[src/rtl/gray_wr_pkg.sv]
// rtl/gray_wr_pkg.sv - shared constants and FSM state type for the gray word packer
package gray_wr_pkg;

  localparam int WORD_W       = 32;
  localparam int PIX_PER_WORD = 4;
  localparam int PIX_W        = WORD_W / PIX_PER_WORD;

  typedef enum logic [1:0] {
    IDLE   = 2'd0,
    ACTIVE = 2'd1,
    DRAIN  = 2'd2
  } state_e;

endpackage

[src/rtl/sync_fifo_sa.sv]
// rtl/sync_fifo_sa.sv - show-ahead synchronous FIFO with full/empty/count
module sync_fifo_sa #(
  parameter int WIDTH = 8,
  parameter int DEPTH = 8
) (
  input  logic                       clk,
  input  logic                       rst,
  input  logic                       push,
  input  logic [WIDTH-1:0]           push_data,
  input  logic                       pop,
  output logic [WIDTH-1:0]           head,
  output logic                       full,
  output logic                       empty,
  output logic [$clog2(DEPTH+1)-1:0] count
);

  localparam int PTR_W = (DEPTH > 1) ? $clog2(DEPTH) : 1;
  localparam int CNT_W = $clog2(DEPTH + 1);

  logic [WIDTH-1:0] mem [DEPTH];
  logic [PTR_W-1:0] rd_ptr;
  logic [PTR_W-1:0] wr_ptr;
  logic             do_pop;
  logic             do_push;

  // A pop frees a slot in the same cycle, so a push on a full FIFO is still taken
  always_comb begin
    full    = (count == CNT_W'(DEPTH));
    empty   = (count == '0);
    do_pop  = pop & ~empty;
    do_push = push & (~full | do_pop);
    head    = mem[rd_ptr];
  end

  // Storage array; not reset, the consumer only looks at it when non-empty
  always_ff @(posedge clk) begin
    if (do_push) begin
      mem[wr_ptr] <= push_data;
    end
  end

  // Pointer and occupancy bookkeeping
  always_ff @(posedge clk) begin
    if (rst) begin
      rd_ptr <= '0;
      wr_ptr <= '0;
      count  <= '0;
    end else begin
      if (do_push) begin
        wr_ptr <= PTR_W'(wr_ptr + 1);
      end
      if (do_pop) begin
        rd_ptr <= PTR_W'(rd_ptr + 1);
      end
      case ({do_push, do_pop})
        2'b10:   count <= CNT_W'(count + 1);
        2'b01:   count <= CNT_W'(count - 1);
        default: count <= count;
      endcase
    end
  end

endmodule

[src/rtl/gray_wr_packer.sv]
// rtl/gray_wr_packer.sv - packs 4 luma pixels per word and queues word writes to memory
module gray_wr_packer
  import gray_wr_pkg::*;
#(
  parameter int               ADDR_W     = 24,
  parameter logic [ADDR_W-1:0] BASE_ADDR = '0,
  parameter int               FIFO_DEPTH = 8
) (
  input  logic              clk,
  input  logic              rst,
  input  logic              i_hav,
  input  logic              i_vav,
  input  logic [7:0]        i_y,
  output logic              o_wr_req,
  output logic [ADDR_W-1:0] o_wr_addr,
  output logic [31:0]       o_wr_data,
  input  logic              i_wr_ack,
  output logic              o_ovf,
  output logic              o_frame_done,
  output logic              o_busy
);

  localparam int ENTRY_W = ADDR_W + WORD_W;
  localparam int CNT_W   = $clog2(FIFO_DEPTH + 1);
  localparam int ACC_W   = WORD_W - PIX_W;

  state_e             state;
  state_e             state_nxt;
  logic               frame_start;
  logic               frame_done;

  logic               hav_q;
  logic               vav_q;
  logic [1:0]         lc;
  logic [ACC_W-1:0]   acc;
  logic [ADDR_W-1:0]  wa;

  logic               vav_rise;
  logic               vav_fall;
  logic               hav_fall;
  logic               pv;
  logic               pix_push;
  logic               flush;
  logic               push;
  logic [WORD_W-1:0]  push_word;
  logic               pop;

  logic [ENTRY_W-1:0] fifo_head;
  logic               fifo_full;
  logic               fifo_empty;
  logic [CNT_W-1:0]   fifo_count;

  // Edge detection, pixel qualification and push selection
  always_comb begin
    vav_rise  = ~vav_q & i_vav;
    vav_fall  = vav_q & ~i_vav;
    hav_fall  = hav_q & ~i_hav;
    pv        = i_hav & i_vav & (state == ACTIVE);
    pix_push  = pv & (lc == 2'd3);
    flush     = (state == ACTIVE) & (hav_fall | vav_fall) & (lc != 2'd0);
    push      = pix_push | flush;
    push_word = pix_push ? {i_y, acc} : {{PIX_W{1'b0}}, acc};
    pop       = o_wr_req & i_wr_ack;
  end

  // FSM next-state and frame-level outputs
  always_comb begin
    state_nxt   = state;
    frame_start = 1'b0;
    frame_done  = 1'b0;
    case (state)
      IDLE: begin
        if (vav_rise) begin
          state_nxt   = ACTIVE;
          frame_start = 1'b1;
        end
      end
      ACTIVE: begin
        if (vav_fall) begin
          state_nxt = DRAIN;
        end
      end
      DRAIN: begin
        if (fifo_empty) begin
          frame_done = 1'b1;
          state_nxt  = IDLE;
        end
      end
      default: state_nxt = IDLE;
    endcase
  end

  // FSM state register
  always_ff @(posedge clk) begin
    if (rst) begin
      state <= IDLE;
    end else begin
      state <= state_nxt;
    end
  end

  // Packing datapath; vav_q resets high so a frame already in progress at reset is skipped
  always_ff @(posedge clk) begin
    if (rst) begin
      hav_q <= 1'b0;
      vav_q <= 1'b1;
      lc    <= 2'd0;
      acc   <= '0;
      wa    <= BASE_ADDR;
      o_ovf <= 1'b0;
    end else begin
      hav_q <= i_hav;
      vav_q <= i_vav;
      if (frame_start) begin
        lc  <= 2'd0;
        acc <= '0;
        wa  <= BASE_ADDR;
      end else if (push) begin
        lc  <= 2'd0;
        acc <= '0;
        wa  <= wa + ADDR_W'(1);
      end else if (pv) begin
        case (lc)
          2'd0:    acc[7:0]   <= i_y;
          2'd1:    acc[15:8]  <= i_y;
          default: acc[23:16] <= i_y;
        endcase
        lc <= lc + 2'd1;
      end
      if (push & fifo_full & ~pop) begin
        o_ovf <= 1'b1;
      end
    end
  end

  sync_fifo_sa #(
    .WIDTH (ENTRY_W),
    .DEPTH (FIFO_DEPTH)
  ) u_fifo (
    .clk       (clk),
    .rst       (rst),
    .push      (push),
    .push_data ({wa, push_word}),
    .pop       (pop),
    .head      (fifo_head),
    .full      (fifo_full),
    .empty     (fifo_empty),
    .count     (fifo_count)
  );

  // Write port; head fields are forced to zero while nothing is queued
  always_comb begin
    o_wr_req     = (fifo_count != '0);
    o_wr_addr    = fifo_empty ? '0 : fifo_head[WORD_W +: ADDR_W];
    o_wr_data    = fifo_empty ? '0 : fifo_head[WORD_W-1:0];
    o_frame_done = frame_done;
    o_busy       = (state != IDLE);
  end

endmodule

[config.mk]
export PLATFORM = sky130hd
export DESIGN_NAME = gray_wr_packer
export DESIGN_NICKNAME = d
export VERILOG_FILES = /design/src/rtl/gray_wr_pkg.sv /design/src/rtl/sync_fifo_sa.sv /design/src/rtl/gray_wr_packer.sv
export SDC_FILE = /design/constraint.sdc
export NUM_CORES = 1
export LEC_CHECK = 0
export CELL_PAD_IN_SITES_DETAIL_PLACEMENT = 1
export CELL_PAD_IN_SITES_GLOBAL_PLACEMENT = 1
export CORE_MARGIN = 5
export CORE_UTILIZATION = 45
export CTS_CLUSTER_SIZE = 10
export DETAILED_ROUTE_END_ITERATION = 8
export GPL_ROUTABILITY_DRIVEN = 0
export GPL_TIMING_DRIVEN = 0
export MAX_ROUTING_LAYER = met4
export PLACE_DENSITY = 0.67
export SYNTH_ARGS = -nofsm -noshare
export SYNTH_HDL_FRONTEND = slang
export SYNTH_SLANG_ARGS = --single-unit
[constraint.sdc]
create_clock -name clk -period 10.6 [get_ports clk]
set_input_delay 1.06 -clock clk [delete_from_list [all_inputs] [get_ports clk]]
set_output_delay 1.06 -clock clk [all_outputs]
set_load 0.005 [all_outputs]
==> out/results.ini <==
[worst_setup_path]
critPathLaunchType = flop
crit_fanout = 10
worst_path_max_delay_cell = buf_1
critPathBufInv = 4
end_kind = primary output
crit_required_ns = 9.54
max_stage_delay_ns = 0.64
crit_chain = clkbuf_1, buf_1, buf_2, mux4_2, mux2i_1, nor2_1, clkdlybuf4s50_1
worstSetupPathType = flop to primary output
crit_arrival_ns = 3.69
critPathTopFamily = buffers and inverters

[synth]
netlist_instances = 1073
ys_async_sr_fraction = 0
syn_area_per_cell_um2 = 18.6
synth_ff_type = edfxtp_1
synth_warnings = 0
synth_seq_area_share = 0.741
yosys.cell_types.count = 53
syn_nets = 1095
yosys.area.top_type_share = 0.673
synth-edff-count = 448
synth_area_leaders = edfxtp_1, mux4_2, dfxtp_1, mux2i_1, nor2_1
syn-cell-area_um2 = 20000
synth.ff_latch_count = 516
synth_top_area_cell = edfxtp_1

[timing]
tightest_slew_ns = 1.11
slew-limit-headroom = 0.263
slew_violations = 0
timing.final.crit_share = 0.448
finalHoldViolCount = 0
grt_setup_unrepaired = false
finalSetupViolations = 0
holdWs_ns = 0.473
max_freq_mhz = 210
finalCriticalPeriod_ns = 4.75
finalClockSkew_ns = 0.0123

[cts]
clk_path_buf_depth = 3
cts.sink_count = 516
clkTransAtPathRegs_ns = 0.06
post_cts_buffers = 0
htree_levels = 2
insertion_delay_ns = 0.61
cts_tree = done
hold_buffers = 0
cts_root_buffer = clkbuf_16
cts_resized = 0
cts_inserted_buffers = 57

[placement]
port_buffers = 71
dpl-instance-area_um2 = 22100
post-dp-hpwl_um = 30700

[run_status]
status = finished, final reports clean

[power]
p_comb_frac = 0.259
p_clk_frac = 0.330
vdd_drop_max_v = 0.000151
swShare = 0.261
p_sw_uw = 1400
p_per_area_nw_per_um2 = 226
seqPwrFrac = 0.411
internal_power_uw = 3970
leakagePower_uw = 0.00762

[cells_and_area]
final_nets = 1284
fillers = 4040
syn_to_final_growth_pct = 18.7
final_layout_size_suffix_gt1_frac = 0.198
design_area_um2 = 23700
n_antenna_cell = 0

[global_routing]
globalRouteOverflowTotal = 0
grt_max_degree = 22
grt_pass1_wl_um = 69700
antenna_found_initial = 0
grt_pass1_vias = 11200
track_usage = 0.196

[detailed_routing]
wire_per_inst_um = 23.8
drt_pass1_iterations = 4
routed_wirelength_um = 45300
antenna_left = 0
num_vias = 10500
drc = 0
drt_iter0_markers = 756
via_per_inst = 5.51

[floorplan]
core_region_area_um2 = 44000
die_w_um = 221
fp-row-count = 77
ios = 73
die_h_um = 221
initial_core_util = 0.454
die_area_um2 = 48700

[worst_hold_path]
hold_path.class = flop to flop

[flow_run]
max-cap-violations = 0

path summary, 6_finish.rpt:
path	start	to	slack (ns)	cells past startpoint
max	flop	o_wr_addr[6]	5.85	7
min	o_ovf	o_ovf	0.47	2
max reg2reg	lc[0]	u_fifo.mem[1][0]	6.73	11
min reg2reg	o_ovf	o_ovf	0.47	2
worst reg2reg max path: stages, from the launching register on:
cell and delay [ns]:
dfxtp_1 0.40, ha_1 0.39, nand2_1 0.36, clkbuf_1 0.33, nand2_1 0.25, nand2_1 0.20, nor4b_2 0.59, buf_4 0.30
buf_4 0.19, buf_4 0.18, buf_4 0.19, buf_4 0.20
Yosys cell counts, drive strengths merged, types with 4 or more instances:
cell / number
a2111oi: 6
a211oi: 7
a21oi: 37
and3: 10
buf: 23
clkbuf: 31
dfxtp: 68
edfxtp: 448
ha: 8
inv: 10
mux2i: 58
mux4: 112
nand2: 46
nand3: 33
nand4: 4
nor2: 91
nor3b: 4
o21ai: 6
or3: 6
xnor2: 15
xor2: 8
cells by family after synthesis:
logic type | synth area share
compound gates | 0.0226
xor+xnor | 0.0101
fa+ha+maj | 0.00651
buf+inv | 0.0126
flops | 0.741
mux | 0.156
simple gates | 0.0509
placed cells by master, fill, tap and decap left out, types with 3 or more instances in the layout:
| cell type | instances |
|---|---|
| edfxtp_1 | 448 |
| mux4_2 | 112 |
| nor2_1 | 90 |
| clkbuf_1 | 77 |
| clkdlybuf4s50_1 | 71 |
| dfxtp_1 | 68 |
| mux2i_1 | 58 |
| clkbuf_16 | 57 |
| nand2_1 | 46 |
| a21oi_1 | 37 |
| nand3_1 | 33 |
| buf_4 | 30 |
| buf_6 | 21 |
| xnor2_1 | 15 |
| buf_1 | 13 |
| buf_2 | 10 |
| and3_1 | 10 |
| inv_1 | 8 |
| xor2_1 | 8 |
| ha_1 | 8 |
| or3_1 | 6 |
| a211oi_1 | 6 |
| o21ai_0 | 6 |
| buf_8 | 6 |
| nand4_1 | 4 |
| and4_1 | 3 |
| a2111oi_1 | 3 |
| o211ai_1 | 3 |
| a2111oi_0 | 3 |
sequential cells by signal, summed over array words and instances (netlist names), named ones only:
signal and count:
u_fifo.mem 448, acc 24, wa 24, u_fifo.count 4
u_fifo.rd_ptr 3, u_fifo.wr_ptr 3, lc 2, state 2
hav_q 1, o_ovf 1, vav_q 1
stage by stage:
step                       util  TNS (ns)  total power, uW  setup WS [ns]  std cells
after floorplan               -         0             2960           2.17       1073
after global placement    0.487  -1082.10             3660          -5.19       1736
after detailed placement  0.501         0             3680           5.58       1795
after CTS                 0.539         0             5460           5.73       1902
after global routing      0.539         0             5650           5.61       1902
final                     0.539         0             5370           5.85       1902
power groups by stage:
stage                     registers (uW)  logic, uW  clock network (uW)
after global placement              2250       1420                   0
after global routing                2200       1530                1910
after detailed placement            2250       1430                   0
final                               2200       1390                1770
after floorplan                     2240        723                   0
after CTS                           2200       1440                1810
metal layers:
layer	GRT usage	part of all wire	up-vias
met3	0.0280	0.044	64
met2	0.320	0.50	218
met5	-	0	-
li1	-	-	4669
met4	0.0444	0.017	0
met1	0.266	0.44	5522
area by class of cell:
class | count | area, um^2 | area share
clock buffer | 104 | 1610 | 0.0680
clock inverter | 3 | 37.5 | 0.00158
timing repair buffer | 130 | 1300 | 0.0549
buffer | 54 | 215 | 0.00907
tap | 592 | 741 | 0.0312
sequential | 516 | 14800 | 0.625
multi-input combinational | 493 | 4960 | 0.209
inverter | 10 | 37.5 | 0.00158
Power figures use the tool's default switching activity.
